--- config.mk ---
export PLATFORM = sky130hd
export DESIGN_NAME = ram_port_arbiter
export DESIGN_NICKNAME = d
export VERILOG_FILES = /design/src/rtl/ram_port_arbiter.sv
export SDC_FILE = /design/constraint.sdc
export NUM_CORES = 1
export LEC_CHECK = 0
export CAP_MARGIN = 20
export CORE_AREA = 2 2 92 94
export CTS_CLUSTER_SIZE = 12
export DETAILED_ROUTE_END_ITERATION = 7
export DIE_AREA = 0 0 94 96
export GPL_ROUTABILITY_DRIVEN = 0
export GPL_TIMING_DRIVEN = 0
export PLACE_DENSITY = 0.87
export SETUP_SLACK_MARGIN = 0.2
export SLEW_MARGIN = 10
export SYNTH_ARGS = -nofsm -noshare
export SYNTH_HDL_FRONTEND = slang
export SYNTH_SLANG_ARGS = --single-unit
--- constraint.sdc ---
create_clock -name clk -period 3.3 [get_ports clk]
set_clock_uncertainty 0.1 [all_clocks]
set_input_delay 0.33 -clock clk [delete_from_list [all_inputs] [get_ports clk]]
set_output_delay 0.33 -clock clk [all_outputs]
set_load 0.02 [all_outputs]
--- src/rtl/ram_port_arbiter.sv ---
// Three-requester arbiter in front of a dual-port (read/write) RAM.
// Requester 0 has priority, 1 and 2 share round-robin, with anti-starvation.
`timescale 1ns/1ps

module ram_port_arbiter #(
    parameter int ADDR_WIDTH   = 12,
    parameter int DATA_WIDTH   = 16,
    parameter int STARVE_LIMIT = 4
) (
    input  logic                    clk,
    input  logic                    reset,
    input  logic [2:0]              rq_req,
    input  logic [2:0]              rq_we,
    input  logic [3*ADDR_WIDTH-1:0] rq_addr,
    input  logic [3*DATA_WIDTH-1:0] rq_wdata,
    input  logic [3*DATA_WIDTH-1:0] rq_wmask_n,
    output logic [2:0]              rq_ack,
    output logic [2:0]              rq_rvalid,
    output logic [DATA_WIDTH-1:0]   rdata,
    output logic [ADDR_WIDTH-1:0]   ram_adr,
    output logic                    ram_cer,
    output logic                    ram_re,
    input  logic [DATA_WIDTH-1:0]   ram_do,
    output logic [ADDR_WIDTH-1:0]   ram_adw,
    output logic [DATA_WIDTH-1:0]   ram_di,
    output logic                    ram_cew,
    output logic                    ram_we,
    output logic [DATA_WIDTH-1:0]   ram_mask_n
);

    logic                  pref_two;
    logic [3:0]            starve_cnt;
    logic [2:0]            rvalid_q;
    logic [ADDR_WIDTH-1:0] adr_q;

    logic                  hi_req;
    logic                  force_hi;
    logic                  rr_two;
    logic [2:0]            grant;
    logic [1:0]            gidx;
    logic                  rd_grant;
    logic                  wr_grant;
    logic [ADDR_WIDTH-1:0] sel_addr;
    logic [DATA_WIDTH-1:0] sel_wdata;
    logic [DATA_WIDTH-1:0] sel_mask;

    // Grant selection: requester 0 first unless 1/2 have waited too long
    always_comb begin
        hi_req   = |rq_req[2:1];
        rr_two   = rq_req[2] && (!rq_req[1] || pref_two);
        force_hi = hi_req && (starve_cnt == 4'(STARVE_LIMIT));
        grant    = 3'b000;
        if (!reset) begin
            if (rq_req[0] && !force_hi) begin
                grant = 3'b001;
            end else if (hi_req) begin
                grant = rr_two ? 3'b100 : 3'b010;
            end
        end
        rd_grant = |(grant & ~rq_we);
        wr_grant = |(grant &  rq_we);
    end

    // Index of the granted requester, used to pick its request slices
    always_comb begin
        unique case (1'b1)
            grant[2]: gidx = 2'd2;
            grant[1]: gidx = 2'd1;
            default:  gidx = 2'd0;
        endcase
    end

    // Slice mux for the granted requester's address, data and mask
    always_comb begin
        unique case (gidx)
            2'd2: begin
                sel_addr  = rq_addr[2*ADDR_WIDTH +: ADDR_WIDTH];
                sel_wdata = rq_wdata[2*DATA_WIDTH +: DATA_WIDTH];
                sel_mask  = rq_wmask_n[2*DATA_WIDTH +: DATA_WIDTH];
            end
            2'd1: begin
                sel_addr  = rq_addr[ADDR_WIDTH +: ADDR_WIDTH];
                sel_wdata = rq_wdata[DATA_WIDTH +: DATA_WIDTH];
                sel_mask  = rq_wmask_n[DATA_WIDTH +: DATA_WIDTH];
            end
            default: begin
                sel_addr  = rq_addr[0 +: ADDR_WIDTH];
                sel_wdata = rq_wdata[0 +: DATA_WIDTH];
                sel_mask  = rq_wmask_n[0 +: DATA_WIDTH];
            end
        endcase
    end

    // RAM port drive; read address holds between reads
    always_comb begin
        rq_ack     = grant;
        rq_rvalid  = rvalid_q & {3{~reset}};
        rdata      = ram_do;
        ram_cer    = rd_grant;
        ram_re     = rd_grant;
        ram_adr    = rd_grant ? sel_addr : adr_q;
        ram_cew    = wr_grant;
        ram_we     = wr_grant;
        ram_adw    = wr_grant ? sel_addr : '0;
        ram_di     = wr_grant ? sel_wdata : '0;
        ram_mask_n = wr_grant ? sel_mask : '1;
    end

    // Arbitration state, read-valid pipeline and held read address
    always_ff @(posedge clk) begin
        if (reset) begin
            pref_two   <= 1'b0;
            starve_cnt <= 4'd0;
            rvalid_q   <= 3'b000;
            adr_q      <= '0;
        end else begin
            rvalid_q <= grant & ~rq_we;
            if (rd_grant) begin
                adr_q <= sel_addr;
            end
            if (|grant[2:1]) begin
                pref_two <= grant[1];
            end
            if (!hi_req || |grant[2:1]) begin
                starve_cnt <= 4'd0;
            end else if (grant[0]) begin
                starve_cnt <= starve_cnt + 4'd1;
            end
        end
    end

endmodule

======== Word-level counts from Yosys, hierarchy flattened ========
Index checks and enable logic that the tools add are counted.
operators by class
  bitwise gates (word level) .............. 5
  multiplexer cells ....................... 12
  reductions and logical operators ........ 13
  $add $sub $neg .......................... 1
  equality and inequality tests ........... 3
operators with widths
  kind                                            number
  case mux 16 bit (2 select lines)                2
  two-way mux 16 bit                              2
  two-way mux 12 bit                              2
  case mux 12 bit (2 select lines)                1
  two-way mux 3 bit                               4
  AND 3 bit                                       3
  OR reduction 2 bit                              3
  OR reduction 3 bit                              2
  adder 4 x 1 -> 4 bit (second input constant)    1
  == test 4 x 3 -> 1 bit (second input constant)  1
  case mux 2 bit (2 select lines)                 1
  logical AND 1 bit                               3
  logical NOT 1 bit                               3
  inverter 3 bit                                  1
  == test 2 x 1 -> 1 bit (second input constant)  1
  == test 2 bit (second input constant)           1
  logical OR 1 bit                                2
  inverter 1 bit                                  1
storage, ports and cells
  bits in registers ....................... 20
  bits of input ports ..................... 156
  output and inout port bits .............. 82
  logic and storage cells ................. 38

======== Depth between registers and ports, before layout ========
  depth after elaboration ................. 11
  mapped depth ............................ 13

======== Worst setup path after synthesis ========
No wires, ideal clock.
  path kind ............................... flip-flop to output port
  start point ............................. register starve_cnt[0]
  end point ............................... output ram_mask_n[10]
  required time ........................... 2.870 ns
  path slack .............................. 0.341 ns
  stages on the path, launching flop included .. 13
  data arrival time ....................... 2.529 ns
  path buffers ............................ 3
  cell sequence ........................... dfxtp_1 > inv_1 > ha_1 > nand3b_4 > a21oi_2 > nand3_1 > inv_1 > ha_1 > buf_2 > buf_2 > clkbuf_1 > a22oi_1 > o211ai_1
on the way
  longest elaborated chain between the ends .. 10
  elaborated cells on any way between the ends .. 13
  those cells by class .................... eq/ne: 3; mux: 5; bitwise: 1; reduce/logical: 4
ends and longest elaborated chain
  element                                                  RTL line  source
  start: declaration                                       32        logic [3:0] starve_cnt;
  start signal: assignment                                 127       starve_cnt <= starve_cnt + 4'd1;
  == test 4 x 3 -> 1 bit *                                 51        force_hi = hi_req && (starve_cnt == 4'(STARVE_LIMIT));
  logical AND 1 bit *                                      51
  logical NOT 1 bit *                                      54        if (rq_req[0] && !force_hi) begin
  logical AND 1 bit *                                      54
  two-way mux 3 bit *                                      54
  two-way mux 3 bit *                                      53        if (!reset) begin
  named net rq_ack[2]                                      17        output logic [2:0] rq_ack,
  case mux 2 bit (2 select lines)                          66        unique case (1'b1)
  == test 2 x 1 -> 1 bit or == test 2 bit (tied branches)  75        unique case (gidx)
  case mux 16 bit (2 select lines)                         75
  two-way mux 16 bit *                                     106       ram_mask_n = wr_grant ? sel_mask : '1;
  end: declaration                                         28        output logic [DATA_WIDTH-1:0] ram_mask_n
The timed path passes the listed nets; every way through them passes the cells marked *.

======== Worst setup path after layout ========
  start point ............................. register starve_cnt[0]
  end point ............................... output ram_re
on the way
  longest elaborated chain between the ends .. 8
ends and longest elaborated chain
  element                 RTL line  source
  == test 4 x 3 -> 1 bit  51
  logical AND 1 bit       51
  logical NOT 1 bit       54
  logical AND 1 bit       54
  two-way mux 3 bit       54
  two-way mux 3 bit       53
  AND 3 bit               60        rd_grant = |(grant & ~rq_we);
  OR reduction 3 bit      60
  end: declaration        22        output logic ram_re,
Every way passes these cells.

==> results.py <==
metrics = {
    "sta": {
        "finalCritPeriodShare": 0.924,
        "setup_slack_ps": 251,
        "slew_violations": 0,
        "fin_crit_ps": 3050,
        "worst_slew_pin_slew_ps": 443,
        "hold_viol": 0,
        "rsz0062_at_grt": "yes",
        "relSlewSlack": 0.705,
        "setup_viol": 0,
        "fmax_ghz": 0.328,
    },
    "drt": {
        "vias": 3323,
        "wire_per_inst_um": 16.7,
        "drtIter0Drc": 83,
        "wl_um": 11000,
        "drt_pass1_iterations": 4,
        "route.detailed.drc": 0,
        "antenna_left": 0,
        "routed_via_density": 5.03,
    },
    "yosys": {
        "synth_fp_nets": 483,
        "synth_cell_type_count": 36,
        "ys_ff_latch": 20,
        "ys_warn_count": 0,
        "synthCells": 322,
        "syn_area_sq_mm": 0.00226,
        "avgSynthCellArea_sq_um": 7.01,
        "synth_seq_area_share": 0.177,
    },
    "layout": {
        "regArea_sq_um": 403,
        "final_area_sq_mm": 0.00478,
        "utilization": 0.594,
        "drive_gt1_frac": 0.266,
        "fillerInstances": 732,
        "fin_nets": 718,
        "multiInputGateArea_sq_mm": 0.00164,
        "syn2layout_area_growth_pct": 112,
        "diodes": 0,
    },
    "power_and_ir_drop": {
        "p_int_mw": 0.749,
        "p_leak_nw": 1.92,
        "ir_drop_uv": 160,
        "p_sw_mw": 0.382,
        "swShare": 0.338,
        "seqPwrFrac": 0.234,
        "p_per_area_mw_per_mm2": 237,
        "total_power_mw": 1.13,
        "power_frac_clock": 0.219,
        "power_frac_comb": 0.546,
    },
    "clock_tree": {
        "cts_inserted_buffers": 3,
        "cts_buffer_depth": 2,
        "clk_pin_slew_ps": 90,
        "cts-root-buf": "clkbuf_8",
        "clk_latency_ps": 260,
        "clock_sinks": 20,
        "cts_tree": "built",
        "htreeDepth": 1,
    },
    "die": {
        "start_util": 0.280,
        "dieHeight_um": 96,
        "fp-row-count": 33,
        "num_io_pins": 238,
        "die_area_sq_mm": 0.00902,
        "core_sq_mm": 0.00805,
        "die_w_um": 94,
    },
    "global_route": {
        "grt.total_usage": 0.215,
        "grt_max_degree": 13,
        "antenna_found_initial": 0,
        "grt_overflow": 0,
        "grt_pass1_wl_um": 15400,
        "grt_pass1_vias": 3250,
    },
    "critical_path": {
        "timing.rr.end": "adr_q[8]",
        "worstReg2RegStart": "starve_cnt[0]",
        "required_ps": 2870,
        "endpoint_kind": "output pin",
        "worstRegToRegCells": 15,
        "crit_type": "flop to output pin",
        "r2r_slack_ps": 740,
        "worstPathArrival_ps": 2620,
        "worstPathMaxFanout": 11,
        "cp-start-kind": "flop",
    },
    "worst_hold_path": {
        "worst_hold_path.endpoint": "adr_q[5]",
        "hold_start": "adr_q[5]",
        "hold_depth": 2,
        "hold_class": "flop to flop",
    },
    "placed_design": {
        "dp_hpwl_um": 8750,
        "dp_slack_ps": -681,
        "numPortBuffers": 221,
        "dpl_cell_area_sq_mm": 0.00460,
    },
    "outcome": {
        "status": "finished, final reports clean",
    },
    "run": {
        "drv_cap": 0,
    },
}
layer usage:
layer  part of all wire  global-route usage
met4              0.017              0.0604
met1               0.38               0.247
met5                  0                   0
met3              0.072              0.0392
met2               0.53               0.406
worst max-delay path, cell delays in order (launching register included):
cell             delay, ps
dfxtp_2                350
inv_1                   60
ha_2                   190
nand3b_4               110
a21oi_4                250
buf_4                  150
buf_4                  110
o2bb2ai_4              190
buf_6                  230
buf_4                  130
clkdlybuf4s50_1        580
cells by family (layout without fill, tap and decap cells):
| logic type | count (synthesis) | in the layout | share of synthesized area |
|---|---|---|---|
| adders and majority gates | 5 | 5 | 0.0277 |
| xor gates and xnor gates | 1 | 1 | 0.00388 |
| buffers and inverters | 64 | 298 | 0.155 |
| and+or+nand+nor | 105 | 105 | 0.196 |
| muxes | 26 | 26 | 0.115 |
| DFF | 20 | 20 | 0.177 |
| AOI/OAI and AO/OA | 101 | 101 | 0.324 |
synthesized netlist by cell type:
cell type,n,area [sq um]
a21boi_0,1,7.51
nand3b_1,1,7.51
o21ai_0,2,10.0
a32o_1,1,10.0
inv_1,17,63.8
inv_2,2,7.51
o2bb2ai_2,1,15.0
o211ai_4,1,21.3
nor2_2,1,6.26
a21oi_1,29,145
a31oi_1,1,6.26
buf_2,6,30.0
and4_1,1,8.76
or3_1,1,6.26
dfxtp_1,20,400
buf_6,4,45.0
nand2b_1,1,6.26
nand3b_4,1,20.0
o21a_1,1,7.51
a21bo_2,1,10.0
nand2_1,29,109
mux2i_1,26,260
o2bb2ai_4,1,27.5
nor2b_1,5,31.3
a22oi_1,44,330
o211ai_1,16,120
a21oi_2,1,8.76
buf_1,1,3.75
nor2_1,62,233
clkbuf_1,15,56.3
xnor2_1,1,8.76
buf_4,19,143
nor3_1,1,5.00
ha_1,5,62.6
nand3_1,2,10.0
o211ai_2,1,12.5
area by class of cell:
type	instances	area share
inverters	19	0.0149
clock buffers	3	0.00864
plain buffers	45	0.0853
clock inverters	1	0.00628
well taps	105	0.0275
flip-flops and latches	20	0.0843
repair buffers	230	0.429
multi-input cells	238	0.344
flip-flops by register name, summed over array words and instances (netlist names):
| register | count |
|---|---|
| rvalid_q | 3 |
| adr_q | 12 |
| starve_cnt | 4 |
| pref_two | 1 |
power groups by stage:
stage               sequential (mW)  combinational [mW]  clock, mW
finish                        0.265               0.618      0.248
global route                  0.268               0.656      0.259
CTS                           0.265               0.604      0.252
detailed placement            0.270               0.608          0
global placement              0.270               0.597          0
floorplan                     0.268               0.267          0
layout by cell type, fill, tap and decap left out, drive strengths merged, types with 2 or more instances in the layout:
master	netlist	routed
nor2b	5	5
a22oi	44	44
clkdlybuf4s50	0	163
ha	5	5
dlymetal6s2s	0	2
nor2	63	63
o2bb2ai	2	2
nand2	29	29
mux2i	26	26
a21oi	30	30
clkbuf	15	22
dfxtp	20	20
nand3	2	2
o21ai	2	2
o211ai	18	18
clkdlybuf4s15	0	5
nand3b	2	2
inv	19	19
buf	30	85
per-stage QoR:
stage | setup TNS, ps | instances | hold slack (ps)
after floorplan | 0 | 322 | 302
after global placement | -23100 | 648 | 352
after detailed placement | -29210 | 648 | 364
after CTS | 0 | 654 | 375
after global routing | 0 | 661 | 392
final | 0 | 661 | 372
timing repair:
| action | in CTS | in global routing |
|---|---|---|
| pin swaps | 3 | 4 |
| setup buffers | 2 | 7 |
| hold buffers | 0 | 0 |
| setup endpoints to repair | 56 | 58 |
| endpoints found under the hold margin | 0 | 0 |
| gates resized for setup | 221 | 85 |
worst max-delay path by stage:
stage                  startpoint              to  slack (ps)  cells after the start
floorplan           starve_cnt[0]  ram_mask_n[10]         340                     12
detailed placement          reset   ram_mask_n[8]        -680                     11
global route        starve_cnt[1]          ram_re         160                     10
finish              starve_cnt[0]          ram_re         250                     10
global placement        rq_req[0]  ram_mask_n[11]        -570                     11
CTS                 starve_cnt[1]      ram_adw[5]         130                     12
(Power assumes the default switching activity.)
